File: src/rtl/pc_fetch_unit.sv
// PC fetch unit: holds the architectural PC, issues one IM read per PC and hands {Pc, instruction} downstream.
// Optional misaligned-PC redirect is enabled by defining PC_ALIGN_CHECK_EN.
module pc_fetch_unit #(
  parameter logic [31:0] RESET_PC   = 32'h0000_3000,
  parameter logic [31:0] EXC_VECTOR = 32'h0000_4180
) (
  input  logic        clk,
  input  logic        rst_n,
  input  logic [31:0] Npc,
  output logic [31:0] Pc,
  output logic [31:0] instruction,
  output logic        inst_valid,
  input  logic        inst_ready,
  output logic        imem_req,
  output logic [31:0] imem_addr,
  input  logic        imem_rvalid,
  input  logic [31:0] imem_rdata,
  output logic [31:0] fetch_cnt,
  output logic        exc_misalign
);

  localparam logic [1:0] S_BOOT = 2'd0;
  localparam logic [1:0] S_REQ  = 2'd1;
  localparam logic [1:0] S_WAIT = 2'd2;
  localparam logic [1:0] S_HOLD = 2'd3;

  logic [1:0]  state;
  logic [31:0] pc_next;
  logic        misaligned;

`ifdef PC_ALIGN_CHECK_EN
  always_comb begin
    misaligned = (Npc[1:0] != 2'b00);
    pc_next    = misaligned ? EXC_VECTOR : Npc;
  end
`else
  logic unused_exc_vector;
  assign unused_exc_vector = ^EXC_VECTOR;

  always_comb begin
    misaligned = 1'b0;
    pc_next    = Npc;
  end
`endif

  assign imem_addr = Pc;

  // imem_req and exc_misalign are registered so both are high exactly for the S_REQ cycle.
  always_ff @(posedge clk or negedge rst_n) begin
    if (!rst_n) begin
      state        <= S_BOOT;
      Pc           <= RESET_PC;
      instruction  <= 32'h0;
      inst_valid   <= 1'b0;
      imem_req     <= 1'b0;
      fetch_cnt    <= 32'h0;
      exc_misalign <= 1'b0;
    end else begin
      case (state)
        S_BOOT: begin
          imem_req <= 1'b1;
          state    <= S_REQ;
        end
        S_REQ: begin
          imem_req     <= 1'b0;
          exc_misalign <= 1'b0;
          state        <= S_WAIT;
        end
        S_WAIT: begin
          if (imem_rvalid) begin
            instruction <= imem_rdata;
            inst_valid  <= 1'b1;
            state       <= S_HOLD;
          end
        end
        S_HOLD: begin
          if (inst_ready) begin
            Pc           <= pc_next;
            fetch_cnt    <= fetch_cnt + 32'd1;
            inst_valid   <= 1'b0;
            imem_req     <= 1'b1;
            exc_misalign <= misaligned;
            state        <= S_REQ;
          end
        end
        default: begin
          state <= S_BOOT;
        end
      endcase
    end
  end

endmodule

File: config.mk
export PLATFORM = sky130hd
export DESIGN_NAME = pc_fetch_unit
export DESIGN_NICKNAME = d
export VERILOG_FILES = /design/src/rtl/pc_fetch_unit.sv
export SDC_FILE = /design/constraint.sdc
export NUM_CORES = 1
export LEC_CHECK = 0
export ABC_CLOCK_PERIOD_IN_PS = 2090
export BUFFER_PORTS_ARGS = -buffer_cell sky130_fd_sc_hd__clkbuf_2
export CORE_MARGIN = 3
export CORE_UTILIZATION = 35
export DETAILED_ROUTE_END_ITERATION = 12
export PLACE_DENSITY_LB_ADDON = 0.05
export RECOVER_POWER = 50
export SETUP_SLACK_MARGIN = 0.3
export SKIP_LAST_GASP = 1
export SLEW_MARGIN = 15
export SYNTH_ARGS = -nofsm -noshare
export SYNTH_HDL_FRONTEND = slang
export SYNTH_SLANG_ARGS = --single-unit
File: constraint.sdc
create_clock -name clk -period 2.09 [get_ports clk]
set_clock_uncertainty 0.1 [all_clocks]
set_input_delay 0.209 -clock clk [delete_from_list [all_inputs] [get_ports clk]]
set_output_delay 0.209 -clock clk [all_outputs]
set_load 0.005 [all_outputs]
; ---- Word-level counts from Yosys, hierarchy flattened
; Cells that the tools add are included.
[classes]
mux = 9
addsub = 1
eq_ne = 5
reduce_logical = 10
[op_table]
columns = op, n
row1 = $add 32x1->32 const B, 1
row2 = $reduce_and 2->1, 5
row3 = $pmux 2 s4, 1
row4 = $eq 2x2->1 const B, 2
row5 = $mux 2, 2
row6 = $ne 2x2->1 const B, 2
row7 = $pmux 1 s2, 2
row8 = $reduce_bool 2->1, 2
row9 = $mux 1, 3
row10 = $pmux 1 s3, 1
row11 = $reduce_and 3->1, 1
row12 = $reduce_bool 3->1, 1
row13 = $eq 2x1->1 const B, 1
row14 = $logic_not 2->1, 1
[totals]
out_inout_bits = 131
input_bits = 68
regBits = 101
elab_cells = 32

; ---- Logic depth before layout (Yosys ltp)
[logic_depth]
ltp_word = 3
depth_mapped = 6
mapped_depth_nobuf = 6

; ---- Worst setup path after synthesis
; Ideal clock, no wire load.
[synth_timing]
path_type = reg-to-reg
start = register state[0]
end = register fetch_cnt[26]
setup_time_ps = 79
setup_slack_ps = 272
path_stages_with_launch = 7
required_time_ps = 1911
arrival_ps = 1639
path_buffers = 1
cell_sequence = dfrtp_1 ha_1 nand3_1 or4_1 buf_6 nor3_2 xor2_1
[synth_between]
elab_chain_cells = 2
[synth_rtl]
columns = element, line
row1 = start: declaration, 27  ; logic [1:0] state;
row2 = start signal: assignment, 51  ; state <= S_BOOT;
row3 = start signal: assignment, 62  ; state <= S_REQ;
row4 = start signal: assignment, 67  ; state <= S_WAIT;
row5 = $eq 2x2->1, 59  ; case (state)
row6 = $reduce_and 2->1 (no line), --
row7 = end signal: assignment, 79  ; fetch_cnt <= fetch_cnt + 32'd1;
row8 = end: declaration, 18  ; output logic [31:0] fetch_cnt,
; Every way passes these cells.
; A chain may end at the register's enable or synchronous reset.

; ---- Worst setup path after layout
; Same ends and word-level chain as after synthesis.

==> out/qor_table.md <==
| Stage | Parameter | This run |
|:---|:---|:---|
| run status | Result of the run | finished, final reports clean |
| synthesis | Synthesized net count | 397 |
| timing | Share of the clock period used by the worst path | 0.8766 |
| synthesis | Fraction of the mapped netlist area in adder cells | 0.01146 |
| critical path | Required time of the critical path | 2.26 ns |
| power and ir drop | Combinational group share of total power | 0.359 |
| critical path | Critical Path Start Type | register |
| critical path | Endpoint of the worst register-to-register path | fetch_cnt[26] |
| synthesis | Number of storage elements in the synthesis netlist | 100 |
| critical path | Largest driver fanout on the critical path | 9 |
| timing | Minimum clock period after layout | 1.832 ns |
| synthesis | Primary FF master, synth | sky130_fd_sc_hd__dfrtp_1 |
| placement | Pre-CTS worst setup slack | 0.1763 ns |
| critical path | Reg-to-reg critical path startpoint | state[0] |
| clock tree | Cell chosen for the clock root | sky130_fd_sc_hd__clkbuf_16 |
| power and ir drop | Static power due to leakage | 0.003196 uW |
| timing | RSZ-0062 raised after global routing | yes |
| floorplan | Number of core rows | 40 |
| clock tree | Clock slew at the register clock pins of the worst setup and hold paths | 0.06 ns |
| power and ir drop | Sequential share of power | 0.429 |
| placement | Count of port buffers added during placement | 197 |
| synthesis | Top-count cell post-synth | sky130_fd_sc_hd__dfrtp_1 |
| drt | Routed length per placed instance | 14.05 um |
| floorplan | Floorplan die width | 117.7 um |
| synthesis | Synth area leaders | sky130_fd_sc_hd__dfrtp_1 56%, sky130_fd_sc_hd__mux2_2 17%, sky130_fd_sc_hd__buf_4 5.7%, sky130_fd_sc_hd__xor2_1 3.8%, sky130_fd_sc_hd__xnor2_1 2.4% |
| synthesis | Synthesized area divided by synthesized cell count | 13.44 sq um |
| synthesis | Cell taking the most area after synthesis | sky130_fd_sc_hd__dfrtp_1 |
| synthesis | Warnings from Yosys | 0 |
| layout | Final Util | 0.5300 |
| timing | Setup TNS | 0 ns |
| timing | Top achievable clock speed | 0.5458 GHz |
| critical path | Critical path endpoint | fetch_cnt[26] |
| global route | GRT Residual Overflow | 0 |
| floorplan | Core ar. | 0.01211 sq mm |
| worst hold path | Classification of the worst-slack hold path | in -> reg |
| global route | GRT Overall Usage | 0.1508 |
| synthesis | Most used standard cells in the synthesized netlist | 98 x sky130_fd_sc_hd__dfrtp_1, 65 x sky130_fd_sc_hd__mux2_2, 33 x sky130_fd_sc_hd__buf_4 |
| critical path | Worst Reg2Reg Path Length in Cells | 6 |
| synthesis | Share of synthesized area spent on multiplexers | 0.1676 |
| critical path | Crit path capture type | register |
| clock tree | Total clock buffers created by CTS | 9 |
| drt | Iter 0 DRT Violations | 76 |
| layout | Layout filler cell count | 1127 |
| global route | Largest net degree at the start of global routing | 51 |
| synthesis | Fraction of post-synthesis cell area in the top cell type by area | 0.5614 |
| power and ir drop | Sw Share | 0.3056 |
| critical path | Crit path max-delay cell type | sky130_fd_sc_hd__or4_1 |
| clock tree | Maximum level of the CTS H-tree | 3 |
| placement | Detailed Place HPWL | 7208 um |
| critical path | Data arrival at the endpoint of the critical path | 2.00 ns |
| critical path | Register-to-register setup slack | 0.26 ns |
| placement | Final GP Congestion | 0.7484 |
| floorplan | Overall die height | 117.7 um |
| clock tree | Maximum count of clock buffers along a single path | 2 |
| drt | Final WL | 10550 um |
| power and ir drop | Switching Power | 2244 uW |
| drt | WL met2 | 5462 um |
| layout | Number of antenna cells inserted | 0 |
| power and ir drop | Share of total power in the clock network | 0.212 |
| synthesis | Async set or reset register ratio after synthesis | 1.000 |
| layout | Post-route non-filler standard cell count | 751 |
| job | Max-cap viol count | 0 |
| drt | Met1 WL | 4306 um |
| drt | DRC | 0 |
| synthesis | Number of library cell types mapped by synthesis | 28 |
| clock tree | Clock tree from TritonCTS | done |
| global route | Initial antenna violation count | 0 |
| synthesis | Simple-gate portion of the synthesized area | 0.1008 |
| timing | Worst rel slew slack | 0.4567 |
| critical path | Type of the worst setup path | reg -> reg |
| timing | Final Hold Fails | 0 |
| synthesis | Synthesized-area fraction occupied by ao, oa, aoi and oai cells | 0.008021 |
| timing | Transition time at the pin with the least slew margin | 0.8149 ns |
| synthesis | Xor-xnor portion of the synthesized cell area | 0.06216 |
| drt | Via count | 3276 |
| synthesis | Post-synthesis cell count | 325 |
| placement | Number of placed instances, taps included | 659 |
| synthesis | Number of enable-type register cells in the synthesized netlist | 0 |
| timing | Worst-case setup margin in the final layout | 0.2578 ns |
| critical path | Cell-by-cell listing of the critical path | ha_1 -> nand3_2 -> or4_1 -> buf_6 -> nor3_2 -> xor2_1 |
| global route | Wire length of the first global-routing pass | 16970 um |
| synthesis | Proportion of synthesized chip area in sequential cells | 0.5735 |
| critical path | Crit path from | state[0] |
| timing | Final Setup Violations | 0 |
| synthesis | Post-synth design cell area | 0.004368 sq mm |
| power and ir drop | Peak supply drop | 709.9 uV |
| layout | Proportion of layout cells with a drive suffix above 1 | 0.5077 |
| floorplan | Full die area | 0.01386 sq mm |
| layout | Area Growth Syn to Fin | 46.95% |
| floorplan | IO Pins | 199 |
| clock tree | Sink count of the clock tree | 100 |
| drt | Detail-routed via count per cell | 4.362 |
| drt | Highest metal layer with signal wires | met4 |
| power and ir drop | Total internal power | 5098 uW |
| global route | Number of global-route vias before repair | 3366 |
| drt | Drt pass-1 iters | 4 |
| drt | Met3 WL | 639 um |
| timing | Slew Viols, Final | 0 |
| layout | Final net count | 651 |
| synthesis | Combinational family with the most area after synthesis | multiplexers |
| clock tree | Clk_lat worst skew | 0.34 ns |
| floorplan | Initial core utilization | 0.3606 |
| power and ir drop | PD cells | 1144 mW/mm^2 |
| drt | Post-route ant nets | 0 |
| critical path | Longest individual stage delay on the worst path | 0.43 ns |
==> flip-flops by register name, summed over array words and instances (netlist names) <==
signal	cells
instruction	32
inst_valid	1
fetch_cnt	32
imem_req	1
Pc	32
state	2
==> cell type report <==
type                    count  area [sq um]  share of cell area
flip-flops and latches    100          2509              0.3908
multi-input cells         174          1559              0.2429
well taps                 168         210.2             0.03275
inverters                   9         33.78            0.005263
clock buffers              13         260.3             0.04055
repair buffers            285          1837              0.2862
clock inverters             2         10.01            0.001559
==> cells by family after synthesis <==
family          count (synthesis)
flops                         100
fa+ha+maj                       4
compound gates                  7
xor+xnor                       31
other cells                     1
buf+inv                        51
simple gates                   66
mux                            65
==> timing repair <==
action | CTS | global route
setup buffers | 13 | 1
setup endpoints to repair | 17 | 49
hold endpoints to repair | 88 | 0
gates cloned | 0 | 2
pin swaps | 1 | 3
hold buffers | 61 | 0
gates resized for setup | 6 | 6
==> worst min path at each step <==
| stage | cells past startpoint | end | start |
|---|---|---|---|
| 2_1_floorplan | 0 | Pc[0] | rst_n |
| 3_3_place_gp | 1 | Pc[8] | rst_n |
| 3_5_place_dp | 1 | Pc[8] | rst_n |
| 4_1_cts | 2 | Pc[20] | Npc[20] |
| 5_1_grt | 2 | Pc[20] | Npc[20] |
| 6_report | 2 | Pc[20] | Npc[20] |
==> placed cells by master (no fill, tap or decap), types with 3 or more instances in the layout <==
cell / count
sky130_fd_sc_hd__nor2_1: 11
sky130_fd_sc_hd__nor4_4: 3
sky130_fd_sc_hd__a21oi_1: 5
sky130_fd_sc_hd__buf_4: 18
sky130_fd_sc_hd__nor3_1: 4
sky130_fd_sc_hd__nand3_1: 9
sky130_fd_sc_hd__clkbuf_16: 11
sky130_fd_sc_hd__xnor2_1: 12
sky130_fd_sc_hd__buf_12: 3
sky130_fd_sc_hd__and4_1: 3
sky130_fd_sc_hd__ha_1: 3
sky130_fd_sc_hd__mux2_2: 65
sky130_fd_sc_hd__inv_1: 9
sky130_fd_sc_hd__nor3_2: 9
sky130_fd_sc_hd__dlygate4sd3_1: 61
sky130_fd_sc_hd__clkbuf_2: 169
sky130_fd_sc_hd__dfrtp_2: 3
sky130_fd_sc_hd__nand4_1: 4
sky130_fd_sc_hd__xor2_1: 19
sky130_fd_sc_hd__dfrtp_1: 95
sky130_fd_sc_hd__clkbuf_1: 32
sky130_fd_sc_hd__nand2_1: 13
==> stage by stage <==
| stage | hold slack [ns] | total power (uW) | instance area [sq um] |
|---|---|---|---|
| after CTS | 0.0005354 | 7503 | 6396 |
| after detailed placement | 0.08081 | 5723 | 5393 |
| after floorplan | -0.1866 | 4709 | 4370 |
| after global routing | 0.001313 | 7872 | 6419 |
| after global placement | 0.08641 | 5671 | 5393 |
| final | 0.007732 | 7342 | 6419 |
==> power groups by stage <==
stage | Combinational [uW] | Sequential (uW) | Clock [uW]
2_1_floorplan | 1490 | 3220 | 0
3_3_place_gp | 2500 | 3170 | 0
3_5_place_dp | 2510 | 3210 | 0
4_1_cts | 2730 | 3170 | 1610
5_1_grt | 2910 | 3270 | 1690
6_report | 2640 | 3150 | 1560
==> routing by layer <==
layer / up-vias / track usage
li1: 1578 / -
met1: 1587 / 0.1829
met3: 10 / 0.04181
met2: 101 / 0.2569
met4: 0 / 0.05495
met5: - / 0
==> critical path: cells and delay by family (launching register included) <==
family                     cells  cell delay, ns
buffers and inverters          1            0.17
and+or+nand+nor                3            0.73
adders and majority gates      1            0.25
DFF                            1            0.35
xor gates and xnor gates       1            0.15
Note: power is estimated with default switching activity, not from simulation.
